==> src/rtl/gpr_scoreboard.sv <==
// rtl/gpr_scoreboard.sv - per-register pending-write scoreboard that stalls decode on RAW hazards
module gpr_scoreboard #(
    parameter int CNT_W = 2,
    parameter int NREG  = 32
) (
    input  logic            clock,
    input  logic            reset,
    input  logic            id_valid,
    input  logic [31:0]     id_instr,
    input  logic            id_use_rs,
    input  logic            id_use_rt,
    input  logic            id_reg_write,
    input  logic [4:0]      id_num_write,
    input  logic            wb_reg_write,
    input  logic [4:0]      wb_num_write,
    input  logic            flush,
    output logic            stall,
    output logic            issue,
    output logic            pending_any,
    output logic [NREG-1:0] pending_mask,
    output logic            wb_err
);

    localparam logic [CNT_W-1:0] CNT_MAX = '1;

    logic [CNT_W-1:0] r_cnt [1:NREG-1];
    logic             r_wb_err;

    logic [CNT_W-1:0] w_cnt [NREG];
    logic [4:0]       w_rs;
    logic [4:0]       w_rt;
    logic             w_haz_rs;
    logic             w_haz_rt;
    logic             w_sat;
    logic             w_inc;
    logic             w_dec;
    logic             w_err;
    logic [NREG-1:1]  w_inc_vec;
    logic [NREG-1:1]  w_dec_vec;
    logic             w_unused_instr;

    assign w_rs           = id_instr[25:21];
    assign w_rt           = id_instr[20:16];
    assign w_unused_instr = ^{id_instr[31:26], id_instr[15:0]};

    // Register 0 has no counter; present it as permanently idle.
    always_comb begin
        w_cnt[0] = '0;
        for (int i = 1; i < NREG; i++) begin
            w_cnt[i] = r_cnt[i];
        end
    end

    assign w_haz_rs = id_use_rs && (w_rs != 5'd0) && (w_cnt[w_rs] != '0);
    assign w_haz_rt = id_use_rt && (w_rt != 5'd0) && (w_cnt[w_rt] != '0);
    assign w_sat    = id_reg_write && (id_num_write != 5'd0) && (w_cnt[id_num_write] == CNT_MAX);

    assign stall = id_valid && (w_haz_rs || w_haz_rt || w_sat);
    assign issue = id_valid && !stall;

    assign w_inc = issue && id_reg_write && (id_num_write != 5'd0);
    assign w_dec = wb_reg_write && (wb_num_write != 5'd0) && (w_cnt[wb_num_write] != '0);
    assign w_err = wb_reg_write && (wb_num_write != 5'd0) && (w_cnt[wb_num_write] == '0);

    always_comb begin
        w_inc_vec = '0;
        w_dec_vec = '0;
        for (int i = 1; i < NREG; i++) begin
            w_inc_vec[i] = w_inc && (id_num_write == 5'(i));
            w_dec_vec[i] = w_dec && (wb_num_write == 5'(i));
        end
    end

    // Issue and retire of the same register in one cycle cancel out.
    always_ff @(posedge clock or posedge reset) begin
        if (reset) begin
            for (int i = 1; i < NREG; i++) begin
                r_cnt[i] <= '0;
            end
            r_wb_err <= 1'b0;
        end else if (flush) begin
            for (int i = 1; i < NREG; i++) begin
                r_cnt[i] <= '0;
            end
        end else begin
            for (int i = 1; i < NREG; i++) begin
                if (w_inc_vec[i] && !w_dec_vec[i]) begin
                    r_cnt[i] <= r_cnt[i] + 1'b1;
                end else if (w_dec_vec[i] && !w_inc_vec[i]) begin
                    r_cnt[i] <= r_cnt[i] - 1'b1;
                end
            end
            if (w_err) begin
                r_wb_err <= 1'b1;
            end
        end
    end

    always_comb begin
        pending_mask = '0;
        for (int i = 1; i < NREG; i++) begin
            pending_mask[i] = (r_cnt[i] != '0);
        end
    end

    assign pending_any = |pending_mask;
    assign wb_err      = r_wb_err;

endmodule
==> config.mk <==
export PLATFORM = sky130hd
export DESIGN_NAME = gpr_scoreboard
export DESIGN_NICKNAME = d
export VERILOG_FILES = /design/src/rtl/gpr_scoreboard.sv
export SDC_FILE = /design/constraint.sdc
export NUM_CORES = 1
export LEC_CHECK = 0
export ABC_AREA = 0
export CAP_MARGIN = 20
export CELL_PAD_IN_SITES_DETAIL_PLACEMENT = 0
export CELL_PAD_IN_SITES_GLOBAL_PLACEMENT = 1
export CORE_UTILIZATION = 40
export CTS_BUF_LIST = sky130_fd_sc_hd__clkbuf_16
export CTS_CLUSTER_SIZE = 12
export DETAILED_ROUTE_END_ITERATION = 8
export PLACE_DENSITY_LB_ADDON = 0.1
export SETUP_SLACK_MARGIN = 0.1
export SYNTH_ARGS = -nofsm -noshare
export SYNTH_HDL_FRONTEND = slang
export SYNTH_SLANG_ARGS = --single-unit
==> constraint.sdc <==
create_clock -name clock -period 8.4 [get_ports clock]
set_input_delay 2.52 -clock clock [delete_from_list [all_inputs] [get_ports clock]]
set_output_delay 2.52 -clock clock [all_outputs]
set_load 0.05 [all_outputs]
==> results by group <==
Run status
  • Outcome: finished, final reports clean

Setup path
  • Reg2reg start: r_cnt[12]
  • Critical path fanouts, max: 12
  • Critical path arrival: 5260 ps
  • R2R setup slack: 4840 ps
  • Slowest cell on crit path: clkdlybuf4s50_1
  • CP Data Required Time: 5880 ps
  • WP buf/inv: 2
  • Critical path launch point type: input port
  • Worst path max stage delay: 740 ps
  • Reg2reg end: r_cnt[2]
  • R2R depth: 9
  • CP Capture Type: output pin
  • Family with the most delay on the worst path: buffers and inverters
  • Crit path cell chain: clkdlybuf4s50_1 > mux4_2 > mux2_2 > a311o_1 > o211ai_2 > nor2_2 > nor2_1 > buf_12
  • Crit path kind: input port to output pin

Global route
  • Global Route Usage Sum: 29.9%
  • Vias in the first global route: 5744
  • Largest net degree at the start of global routing: 64
  • GR Overflow Total: 0
  • First-pass GRT wire length: 33100 microns
  • Initial antenna violation count: 0

Die
  • Initial core utilization: 41.5%
  • Top Ports: 86
  • Vert. Die Dim: 123 microns
  • Site row count: 43
  • Core area: 0.0141 sq mm
  • Die W: 123 microns
  • Die ar.: 0.0151 sq mm

Final layout
  • Area of the multi-input gates: 0.00383 sq mm
  • Highest-count cells in the layout ignoring fill and taps: nor2_1, dfrtp_1, clkdlybuf4s50_1
  • Final std cells w/o fill: 906
  • Register area: 0.00158 sq mm
  • Nets@finish: 771
  • Share of cells above drive strength 1: 12.1%
  • Ant. Diodes: 0
  • Most common cell after layout, fill and taps aside: nor2_1
  • Final-layout fill cell count: 1349
  • Layout Area Growth over Synthesis: 16.9%

Power
  • Peak supply drop: 0.0000664 V
  • Leakage power: 2.79 nW
  • PD cells: 123 mW/mm^2

Logic synthesis
  • Synth Warn #: 0
  • Synthesis-stage register bit count: 63
  • Post-Syn Nets: 743
  • Ys flop type: dfrtp_1
  • Syn avg cell area: 8.44 sq um
  • Syn Inst Count: 693
  • Cell Area, Synth: 0.00585 sq mm
  • Ys async rst share: 100%
  • Register area share after synthesis: 27.0%
  • Distinct cells, synth: 70
  • Post-synth EDFFs: 0

STA
  • RSZ-0062 raised after global routing: no
  • Setup_tns: 0 ps
  • Slew at the pin closest to its max-slew limit: 1050 ps
  • Period utilization: 92.7%
  • Final setup fails: 0
  • F_max: 0.128 GHz
  • Slew Viols, Final: 0
  • Fin crit period: 7780 ps
  • Final hold vios: 0
  • Worst Skew: 7.09 ps
  • Headroom to the max-slew limit: 29.4%

Hold path
  • Hold_sp: wb_err
  • Cell depth of the worst hold path: 1
  • Hold endpoint: wb_err
  • HP Class: flop to flop

CTS
  • CTS tree: yes
  • Clock Pin Slew Worst Setup and Hold Paths: 50 ps
  • Setup bufs post-CTS: 0
  • CTS Hold Bufs: 0
  • Resize count post-CTS: 0
  • Worst skew pair latency: 350 ps
  • Maximum clock path buffer count: 2
  • Num CTS Buffers: 9
  • H-tree Lvls: 3
  • Root Driver: clkbuf_16
  • Clk sink count: 63

Drt
  • Routed wire length: 21500 microns
  • Final ANT Viol Nets: 0
  • Routed vias: 5958
  • Initial drt markers: 511
  • DR pass1 iterations: 5
  • Post-DR wirelength/cell: 23.8 microns
  • DRC violations left: 0
  • Vias per cell: 6.58

Flow run
  • Max cap viols: 0

Placement
  • GPL Wtd Cong: 0.912
  • Port bufs: 62
  • Hpwl dp: 15400 microns
  • Placed Cells: 890
-- per-stage QoR --
stage | total power [mW] | area [sq um] | setup WS (ps) | hold WS (ps) | util [%]
floorplan | 0.421 | 5850 | 1040 | 514 | -
global placement | 0.477 | 6550 | 641 | 475 | 46.5
detailed placement | 0.480 | 6550 | 616 | 475 | 46.5
CTS | 0.846 | 6830 | 608 | 490 | 48.5
global route | 0.872 | 6830 | 536 | 521 | 48.5
finish | 0.840 | 6830 | 615 | 494 | 48.5
-- where the power goes --
group | total, mW | internal (mW) | switching, mW | leakage (nW)
clock network | 0.363 | 0.224 | 0.139 | 0.143
logic | 0.168 | 0.0538 | 0.114 | 1.77
registers | 0.308 | 0.305 | 0.00296 | 0.874
-- cell type report --
type / instances / area share, %
inverters: 41 / 2.25
clock inverters: 7 / 0.806
flip-flops and latches: 63 / 23.1
clock buffers: 9 / 3.30
repair buffers: 78 / 11.2
multi-input cells: 528 / 56.0
well taps: 180 / 3.30
-- sequential cells by signal, indices dropped and copies added, names as in the netlist --
register,cells
r_cnt,62
wb_err,1
-- synthesized netlist by cell type, types with 6 or more instances --
| cell | instances | share of area, % |
|---|---|---|
| nor4_1 | 19 | 2.0 |
| o211ai_1 | 7 | 0.90 |
| and4_1 | 13 | 1.9 |
| nand4_1 | 13 | 1.4 |
| inv_1 | 39 | 2.5 |
| xnor2_1 | 13 | 1.9 |
| buf_2 | 15 | 1.3 |
| or3_1 | 6 | 0.64 |
| or4_1 | 9 | 1.2 |
| nor3b_1 | 7 | 0.90 |
| nor2_1 | 65 | 4.2 |
| nand2_1 | 32 | 2.1 |
| o2111ai_1 | 9 | 1.3 |
| nor3_1 | 55 | 4.7 |
| o31ai_1 | 14 | 1.8 |
| nor2b_1 | 25 | 2.7 |
| or2_2 | 7 | 0.75 |
| o32ai_1 | 7 | 1.0 |
| mux4_2 | 31 | 12 |
| nand2b_1 | 11 | 1.2 |
| nand3_1 | 19 | 1.6 |
| clkbuf_1 | 37 | 2.4 |
| xor2_1 | 19 | 2.8 |
| o41ai_1 | 6 | 0.90 |
| o21ai_0 | 21 | 1.8 |
| a31oi_1 | 20 | 2.1 |
| a21oi_1 | 27 | 2.3 |
| dfrtp_1 | 63 | 27 |
-- layer usage --
layer | GRT usage, % | routed length [microns] | up-vias
li1 | - | - | 2677
met1 | 40.7 | 9340 | 2935
met4 | 14.6 | 740 | 0
met5 | 1.39 | 0 | -
met2 | 44.0 | 9500 | 304
met3 | 7.52 | 1940 | 42
-- worst max-delay path by stage --
stage	start	cells after the start	endpoint
after global placement	id_instr[22]	8	stall
after CTS	id_instr[22]	8	stall
after global routing	id_instr[22]	8	stall
final	id_instr[22]	8	stall
after floorplan	id_instr[22]	8	stall
after detailed placement	id_instr[22]	8	stall
-- kinds of logic (layout without fill, tap and decap cells) --
kind of cell | count (synthesis) | in the layout | synth area share [%]
DFF | 63 | 63 | 27.0
AOI/OAI and AO/OA | 159 | 159 | 19.9
other | 1 | 1 | 0.0641
muxes | 37 | 37 | 13.1
buffers and inverters | 102 | 135 | 7.66
and+or+nand+nor | 299 | 299 | 27.5
xor gates and xnor gates | 32 | 32 | 4.79
Note: power is estimated with default switching activity, not from simulation.
